`src/rtl/imem_load_ctrl_if.sv`:
```
// rtl/imem_load_ctrl_if.sv - loader stream and IMEM write port bundle for imem_load_ctrl
//
// Purpose: groups the host loader valid/ready word stream and the IMEM
// write port into one interface.
//
// Signals:
//   ld_valid   loader word valid (loader -> controller)
//   ld_data    loader word, 32 bits (loader -> controller)
//   ld_ready   controller accepts the word this cycle (controller -> loader)
//   mem_we     IMEM write enable (controller -> IMEM)
//   mem_waddr  IMEM word address, ADDR_W bits (controller -> IMEM)
//   mem_wdata  IMEM write data, 32 bits (controller -> IMEM)
//
// Modports:
//   master  environment side: the loader and the IMEM
//   slave   controller side
interface imem_load_ctrl_if #(
  parameter int ADDR_W = 10
);

  logic              ld_valid;
  logic [31:0]       ld_data;
  logic              ld_ready;
  logic              mem_we;
  logic [ADDR_W-1:0] mem_waddr;
  logic [31:0]       mem_wdata;

  modport master (
    output ld_valid,
    output ld_data,
    input  ld_ready,
    input  mem_we,
    input  mem_waddr,
    input  mem_wdata
  );

  modport slave (
    input  ld_valid,
    input  ld_data,
    output ld_ready,
    output mem_we,
    output mem_waddr,
    output mem_wdata
  );

endinterface

```
`src/rtl/imem_load_ctrl.sv`:
```
// rtl/imem_load_ctrl.sv - RV32I instruction-memory program-load controller
//
// Purpose: accepts a word stream from a host loader, writes it into IMEM
// from address 0 upward while holding the core stalled, then issues a
// one-cycle core restart so execution begins at PC 0 with the new image.
//
// Optional feature macro: IMEM_LOAD_CSUM_EN
//   When defined, the loader sends one extra word after the image: the
//   32-bit wrapping sum of all image words. It is compared, never written.
//   A mismatch raises load_err and parks the controller in HALT.
//
// Ports:
//   clk           clock, rising edge
//   rst           synchronous active-high reset
//   bus           imem_load_ctrl_if.slave: ld_valid/ld_data/ld_ready stream
//                 and mem_we/mem_waddr/mem_wdata IMEM write port
//   load_start    pulse, begins a load (ignored while a load is running)
//   load_len      word count, sampled on an accepted load_start
//   fetch_instr   instruction read from IMEM
//   instr_out     instruction to the core (NOP while cpu_stall)
//   cpu_stall     freeze PC/pipeline
//   cpu_rst_req   one-cycle restart pulse
//   busy          high while words are being accepted
//   load_err      sticky error flag
//   words_loaded  image words written in the current/last load
module imem_load_ctrl #(
  parameter int          DEPTH  = 1024,
  parameter logic [31:0] NOP    = 32'h0000_0013,
  localparam int         ADDR_W = $clog2(DEPTH)
) (
  input  logic              clk,
  input  logic              rst,
  imem_load_ctrl_if.slave   bus,
  input  logic              load_start,
  input  logic [ADDR_W:0]   load_len,
  input  logic [31:0]       fetch_instr,
  output logic [31:0]       instr_out,
  output logic              cpu_stall,
  output logic              cpu_rst_req,
  output logic              busy,
  output logic              load_err,
  output logic [ADDR_W:0]   words_loaded
);

  localparam logic [ADDR_W:0] DEPTH_L = (ADDR_W+1)'(DEPTH);

  typedef enum logic [2:0] {
    S_IDLE,
    S_LOAD,
`ifdef IMEM_LOAD_CSUM_EN
    S_CHECK,
`endif
    S_RESTART,
    S_HALT
  } state_t;

  state_t state, state_next;

  logic [ADDR_W:0]   cnt, cnt_next;
  logic [ADDR_W:0]   len, len_next;
  logic              err, err_next;
  logic              we, we_next;
  logic [ADDR_W-1:0] waddr, waddr_next;
  logic [31:0]       wdata, wdata_next;
  logic [ADDR_W:0]   cnt_inc;

  logic              ready_c;
  logic              stall_c;
  logic              rst_req_c;
  logic              busy_c;

`ifdef IMEM_LOAD_CSUM_EN
  logic [31:0]       sum, sum_next;
`endif

  assign cnt_inc = cnt + 1'b1;

  // State register
  always_ff @(posedge clk) begin
    if (rst) begin
      state <= S_IDLE;
    end else begin
      state <= state_next;
    end
  end

  // Next state, datapath next values and state-decoded outputs
  always_comb begin
    state_next = state;
    cnt_next   = cnt;
    len_next   = len;
    err_next   = err;
    we_next    = 1'b0;
    waddr_next = waddr;
    wdata_next = wdata;
`ifdef IMEM_LOAD_CSUM_EN
    sum_next   = sum;
`endif
    ready_c    = 1'b0;
    stall_c    = 1'b0;
    rst_req_c  = 1'b0;
    busy_c     = 1'b0;

    case (state)
      // HALT keeps the core frozen after a failed load but otherwise
      // treats load_start exactly like IDLE does.
      S_IDLE, S_HALT: begin
        stall_c = (state == S_HALT);
        if (load_start) begin
          cnt_next = '0;
          if (load_len > DEPTH_L) begin
            err_next   = 1'b1;
            state_next = S_HALT;
          end else if (load_len == '0) begin
            err_next   = 1'b0;
            state_next = S_RESTART;
          end else begin
            err_next   = 1'b0;
            len_next   = load_len;
`ifdef IMEM_LOAD_CSUM_EN
            sum_next   = '0;
`endif
            state_next = S_LOAD;
          end
        end
      end

      S_LOAD: begin
        ready_c = 1'b1;
        stall_c = 1'b1;
        busy_c  = 1'b1;
        // ld_ready is constant 1 here, so ld_valid alone is the handshake
        if (bus.ld_valid) begin
          we_next    = 1'b1;
          waddr_next = cnt[ADDR_W-1:0];
          wdata_next = bus.ld_data;
          cnt_next   = cnt_inc;
`ifdef IMEM_LOAD_CSUM_EN
          sum_next   = sum + bus.ld_data;
          if (cnt_inc == len) begin
            state_next = S_CHECK;
          end
`else
          if (cnt_inc == len) begin
            state_next = S_RESTART;
          end
`endif
        end
      end

`ifdef IMEM_LOAD_CSUM_EN
      // The word taken here is the expected sum; it never reaches IMEM.
      S_CHECK: begin
        ready_c = 1'b1;
        stall_c = 1'b1;
        busy_c  = 1'b1;
        if (bus.ld_valid) begin
          if (bus.ld_data == sum) begin
            state_next = S_RESTART;
          end else begin
            err_next   = 1'b1;
            state_next = S_HALT;
          end
        end
      end
`endif

      // Stall stays high here so the final IMEM write lands before the
      // core leaves reset.
      S_RESTART: begin
        stall_c    = 1'b1;
        rst_req_c  = 1'b1;
        state_next = S_IDLE;
      end

      default: begin
        state_next = S_IDLE;
      end
    endcase
  end

  // Datapath registers
  always_ff @(posedge clk) begin
    if (rst) begin
      cnt   <= '0;
      len   <= '0;
      err   <= 1'b0;
      we    <= 1'b0;
      waddr <= '0;
      wdata <= '0;
`ifdef IMEM_LOAD_CSUM_EN
      sum   <= '0;
`endif
    end else begin
      cnt   <= cnt_next;
      len   <= len_next;
      err   <= err_next;
      we    <= we_next;
      waddr <= waddr_next;
      wdata <= wdata_next;
`ifdef IMEM_LOAD_CSUM_EN
      sum   <= sum_next;
`endif
    end
  end

  assign bus.ld_ready  = ready_c;
  assign bus.mem_we    = we;
  assign bus.mem_waddr = waddr;
  assign bus.mem_wdata = wdata;

  assign cpu_stall    = stall_c;
  assign cpu_rst_req  = rst_req_c;
  assign busy         = busy_c;
  assign load_err     = err;
  assign words_loaded = cnt;

  // The core never sees IMEM contents that are mid-rewrite.
  assign instr_out = stall_c ? NOP : fetch_instr;

endmodule

```
`src/flat_wrapper.sv`:
```
// flat-port wrapper written by rule: the top's interface ports become plain ports
module imem_load_ctrl_flat 
#(
  parameter int          DEPTH  = 1024,
  parameter logic [31:0] NOP    = 32'h0000_0013,
  localparam int         ADDR_W = $clog2(DEPTH)
)
  (clk, rst, load_start, load_len, fetch_instr, instr_out, cpu_stall, cpu_rst_req, busy, load_err, words_loaded, bus_ld_valid, bus_ld_data, bus_ld_ready, bus_mem_we, bus_mem_waddr, bus_mem_wdata);
  imem_load_ctrl_if #(.ADDR_W((10))) bus_i ();
  input  logic clk;
  input  logic rst;
  input  logic load_start;
  input  logic [ADDR_W:0] load_len;
  input  logic [31:0] fetch_instr;
  output logic [31:0] instr_out;
  output logic cpu_stall;
  output logic cpu_rst_req;
  output logic busy;
  output logic load_err;
  output logic [ADDR_W:0] words_loaded;
  input wire logic [$bits(bus_i.ld_valid)-1:0] bus_ld_valid;
  input wire logic [$bits(bus_i.ld_data)-1:0] bus_ld_data;
  output wire logic [$bits(bus_i.ld_ready)-1:0] bus_ld_ready;
  output wire logic [$bits(bus_i.mem_we)-1:0] bus_mem_we;
  output wire logic [$bits(bus_i.mem_waddr)-1:0] bus_mem_waddr;
  output wire logic [$bits(bus_i.mem_wdata)-1:0] bus_mem_wdata;
  assign bus_i.ld_valid = bus_ld_valid;
  assign bus_i.ld_data = bus_ld_data;
  assign bus_ld_ready = bus_i.ld_ready;
  assign bus_mem_we = bus_i.mem_we;
  assign bus_mem_waddr = bus_i.mem_waddr;
  assign bus_mem_wdata = bus_i.mem_wdata;
  imem_load_ctrl #(.DEPTH(DEPTH), .NOP(NOP)) u_core (.clk(clk), .rst(rst), .bus(bus_i), .load_start(load_start), .load_len(load_len), .fetch_instr(fetch_instr), .instr_out(instr_out), .cpu_stall(cpu_stall), .cpu_rst_req(cpu_rst_req), .busy(busy), .load_err(load_err), .words_loaded(words_loaded));
endmodule
```
`config.mk`:
```
export PLATFORM = sky130hd
export DESIGN_NAME = imem_load_ctrl_flat
export DESIGN_NICKNAME = d
export VERILOG_FILES = /design/src/rtl/imem_load_ctrl_if.sv /design/src/rtl/imem_load_ctrl.sv /design/src/flat_wrapper.sv
export SDC_FILE = /design/constraint.sdc
export NUM_CORES = 1
export LEC_CHECK = 0
export BUFFER_PORTS_ARGS = -buffer_cell sky130_fd_sc_hd__buf_2
export CAP_MARGIN = 10
export CORE_ASPECT_RATIO = 1.2
export CORE_UTILIZATION = 40
export CTS_CLUSTER_SIZE = 10
export DETAILED_ROUTE_END_ITERATION = 7
export GPL_ROUTABILITY_DRIVEN = 0
export GPL_TIMING_DRIVEN = 0
export PLACE_DENSITY = 0.75
export SLEW_MARGIN = 15
export SYNTH_ARGS = -nofsm -noshare
export SYNTH_HDL_FRONTEND = slang
export SYNTH_SLANG_ARGS = --single-unit
```
`constraint.sdc`:
```
create_clock -name clk -period 2.1 [get_ports clk]
set_input_delay 0.525 -clock clk [delete_from_list [all_inputs] [get_ports clk]]
set_output_delay 0.525 -clock clk [all_outputs]
set_load 0.05 [all_outputs]
```
==> metrics.md <==
| Metric | Value |
|---|---|
| Largest fanout on the critical path | `7` |
| Clock buffer count from CTS | `9` |
| Ys Warns | `0` |
| Seq/Total Area, Yosys | `0.417` |
| Routed len/inst | `15.0 um` |
| DRC Markers | `18` |
| MaxCap Viol Count | `0` |
| Flops & latches, synth | `slightly below 70` |
| First-pass GRT wire length | `16,000 um` |
| Worst Max-Slew Pin Slew | `0.529 ns` |
| Ant diodes | `0` |
| Shortest period the worst path allows | `2.10 ns` |
| Static Leak | `2.07 nW` |
| Maximum VDD drop | `about 0.00043 V` |
| Crit-path cells | `clkbuf_2 > xnor2_1 > a21oi_1 > a2111oi_1 > and4_4 > a21oi_1 > a311oi_1` |
| Core ar. | `7790 sq um` |
| Clock Skew | `0.0102 ns` |
| PD cells | `1120 nW/um^2` |
| Largest stage delay, worst path | `0.52 ns` |
| Switch Pwr | `2.44 mW` |
| DRT Pass-1 Iters | `6` |
| Pre-CTS WS | `-0.201 ns` |
| Status | `complete, but fails checks` |
| Total GRT Usage | `0.239` |
| Syn_nets | `504` |
| Max Slew Vio Count | `0` |
| Via density per instance | `approximately 5.2` |
| Detailed placement HPWL | `8070 um` |
| Worst min path class | `in -> reg` |
| GRT Residual Overflow | `0` |
| Number of global-route vias before repair | `3,437` |
| Core Rows | `35` |
| Final Hold Vio Count | `0` |
| GR Util met1 | `0.232` |
| Synthesis-to-layout area growth | `41.4%` |
| Grt met2 use | `0.489` |
| Clk slew on worst S/H paths | `0.09 ns` |
| Pin count of the biggest net entering global routing | `15` |
| Final worst slack | `-0.00117 ns` |
| Combinational share of power | `0.501` |
| Pint | `2.74 mW` |
| Syn Area/Cell | `approximately 7.8 sq um` |
| DR vias | `3,637` |
| Chip width | `84.4 um` |
| PortBufs | `168` |
| Met3 Usage GRT | `0.0614` |
| Die area | `8520 sq um` |
| Sw frac | `0.471` |
| CP max-delay cell | `a2111oi_1` |
| Initial antenna violation count | `0` |
| H-tree Lvls | `3` |
| Seq pwr share | `0.283` |
| Worst EP required | `2.35 ns` |
| Distinct cells, synth | `47` |
| Worst hold slack | `0.407 ns` |
| Setup crit end kind | `flip-flop` |
| Failing checks | `DRC, setup timing` |
| Starting Density | `0.418` |
| Clock Latency Late Sink | `0.35 ns` |
| Drt total wl | `10,400 um` |
| CTS tree | `done` |
| Fmax | `~480 MHz` |
| Final Power | `between 5 and 6 mW` |
| Layout cells sized above 1 | `0.377` |
| Final Cycle Share | `1.00` |
| Critical path class | `reg -> reg` |
| Startpoint Class | `flip-flop` |
| Gr busiest metal | `met2` |
| Final nets | `681` |
| Slew HR | `0.647` |
| Most frequent CP cell | `a21oi_1` |
| CTS root buf | `clkbuf_8` |
| Setup violations, final | `1` |
| Drt first-iter violations | `158` |
| Clk pwr share | `0.216` |
| Data arrival time of the worst path | `2.35 ns` |
| Netlist area before placement | `around 3300 sq um` |
| Filler cells | `723` |
| Die height | `about 100 um` |
| DRT antenna net count | `0` |
| Post-Synthesis Cells | `between 400 and 500` |
| # IOs | `170` |
| Clock Sinks | `68` |
| Clock Path Buffers | `2` |
==> stage by stage <==
| step | util | area [sq um] | instances | TNS, ns |
|---|---|---|---|---|
| 2_1_floorplan | - | 3310 | 420 | -0.0233 |
| 5_1_grt | 0.591 | 4610 | 694 | -0.0373 |
| 4_1_cts | 0.587 | 4570 | 696 | 0 |
| 3_3_place_gp | 0.547 | 4260 | 680 | -1.96 |
| 3_5_place_dp | 0.547 | 4260 | 680 | -2.40 |
| 6_report | 0.591 | 4610 | 694 | -0.00117 |
==> final cells by class <==
class                   count  area (sq um)  share of cell area
multi-input cells         313          1800               0.391
flip-flops and latches     68          1380               0.299
repair buffers            170           940               0.204
plain buffers              27           144              0.0312
clock buffers               9           124              0.0269
well taps                  92           115              0.0250
clock inverters             7          78.8              0.0171
inverters                   8          30.0             0.00651
==> layer usage <==
metal,share of wire,routed length [um],vias up
li1,-,-,1767
met1,0.36,3760,1717
met2,0.55,5770,137
met3,0.071,742,16
met4,0.016,170,0
met5,0,0,-
==> path summary, 6_finish.rpt <==
kind	startpoint	endpoint	slack (ns)	cells after the start
min reg2reg	u_core.bus.mem_wdata[27]	u_core.bus.mem_wdata[27]	0.46	2
min	bus_ld_data[14]	u_core.bus.mem_wdata[14]	0.41	3
max	u_core.words_loaded[8]	u_core.state[1]	-0.001	7
max reg2reg	u_core.words_loaded[8]	u_core.state[1]	-0.001	7
==> flip-flops by register name, indices dropped and copies added, names as in the netlist <==
| register | flops |
|---|---|
| u_core.bus.mem_wdata | 32 |
| u_core.load_err | 1 |
| u_core.bus.mem_we | 1 |
| u_core.len | 11 |
| u_core.state | 2 |
| u_core.words_loaded | 11 |
| u_core.bus.mem_waddr | 10 |
==> synth_stat cells (all sizes together) <==
| cell type | instances | area [sq um] |
|---|---|---|
| or4 | 4 | 33.8 |
| or3 | 4 | 26.3 |
| buf | 9 | 61.3 |
| and4 | 2 | 17.5 |
| nor4 | 2 | 27.5 |
| nand2 | 94 | 353 |
| a211oi | 1 | 7.51 |
| o211ai | 1 | 7.51 |
| clkbuf | 22 | 83.8 |
| inv | 8 | 30.0 |
| o21ai | 16 | 80.1 |
| nand4b | 1 | 8.76 |
| o21ba | 1 | 10.0 |
| o22ai | 1 | 6.26 |
| a21o | 2 | 15.0 |
| o21a | 1 | 7.51 |
| dfxtp | 68 | 1360 |
| o31ai | 2 | 15.0 |
| or2 | 1 | 6.26 |
| o311a | 1 | 10.0 |
| and2 | 32 | 200 |
| a311oi | 2 | 17.5 |
| nand4 | 1 | 6.26 |
| nand2b | 4 | 25.0 |
| mux2i | 12 | 120 |
| a31oi | 3 | 18.8 |
| and3 | 3 | 18.8 |
| a22oi | 2 | 15.0 |
| xnor2 | 7 | 61.3 |
| xor2 | 4 | 35.0 |
| nor3 | 4 | 25.0 |
| o31a | 1 | 10.0 |
| a21oi | 58 | 290 |
| nand3b | 1 | 7.51 |
| a2111oi | 2 | 17.5 |
| ha | 5 | 62.6 |
| nor2 | 28 | 105 |
| nand3 | 9 | 50.1 |
| o21bai | 1 | 7.51 |
==> cells in the final DEF (no fill, tap or decap), types with 3 or more instances in the layout <==
cell type  instances
nand3_1            6
mux2i_1           12
and2_1            31
clkbuf_8           9
a21oi_1           58
or3_1              3
nand2b_1           4
and3_1             3
nor3_1             3
clkbuf_2           4
nor2_1            27
dfxtp_1           60
o21ai_0           16
nand2_1           94
xor2_1             4
buf_2            139
buf_4             31
inv_6              4
a31oi_1            3
xnor2_1            7
clkbuf_4           3
dfxtp_2            6
clkbuf_1          15
inv_1              6
buf_6              5
==> power groups by stage <==
stage	Sequential [mW]	Clock (mW)	Combinational, mW
2_1_floorplan	1.74	0	1.55
3_3_place_gp	1.49	0	2.35
3_5_place_dp	1.49	0	2.38
4_1_cts	1.47	1.14	2.54
5_1_grt	1.48	1.21	2.75
6_report	1.47	1.12	2.59
==> worst max-delay path: cells and delay by family, from the launching register on <==
| family | cells | cell delay, ns |
|---|---|---|
| and+or+nand+nor | 1 | 0.32 |
| DFF | 1 | 0.32 |
| buffers and inverters | 1 | 0.16 |
| AOI/OAI and AO/OA | 4 | 0.90 |
| xor gates and xnor gates | 1 | 0.30 |
==> timing repair <==
item,4_1_cts,5_1_grt
setup endpoints to repair,38,36
buffers inserted,1,1
hold buffers,0,0
pin swaps,0,2
gates resized for setup,39,21
==> cells by family (layout without fill, tap and decap cells) <==
kind of cell | after synthesis | in the layout | share of synthesized area
adder cells (fa/ha/maj) | 5 | 5 | 0.0192
AO/OA/AOI/OAI | 95 | 95 | 0.164
XOR/XNOR | 11 | 11 | 0.0295
buffers and inverters | 39 | 221 | 0.0537
multiplexers | 12 | 12 | 0.0368
flip-flops | 68 | 68 | 0.417
AND/OR/NAND/NOR | 190 | 190 | 0.279
Note: power is estimated with default switching activity, not from simulation.
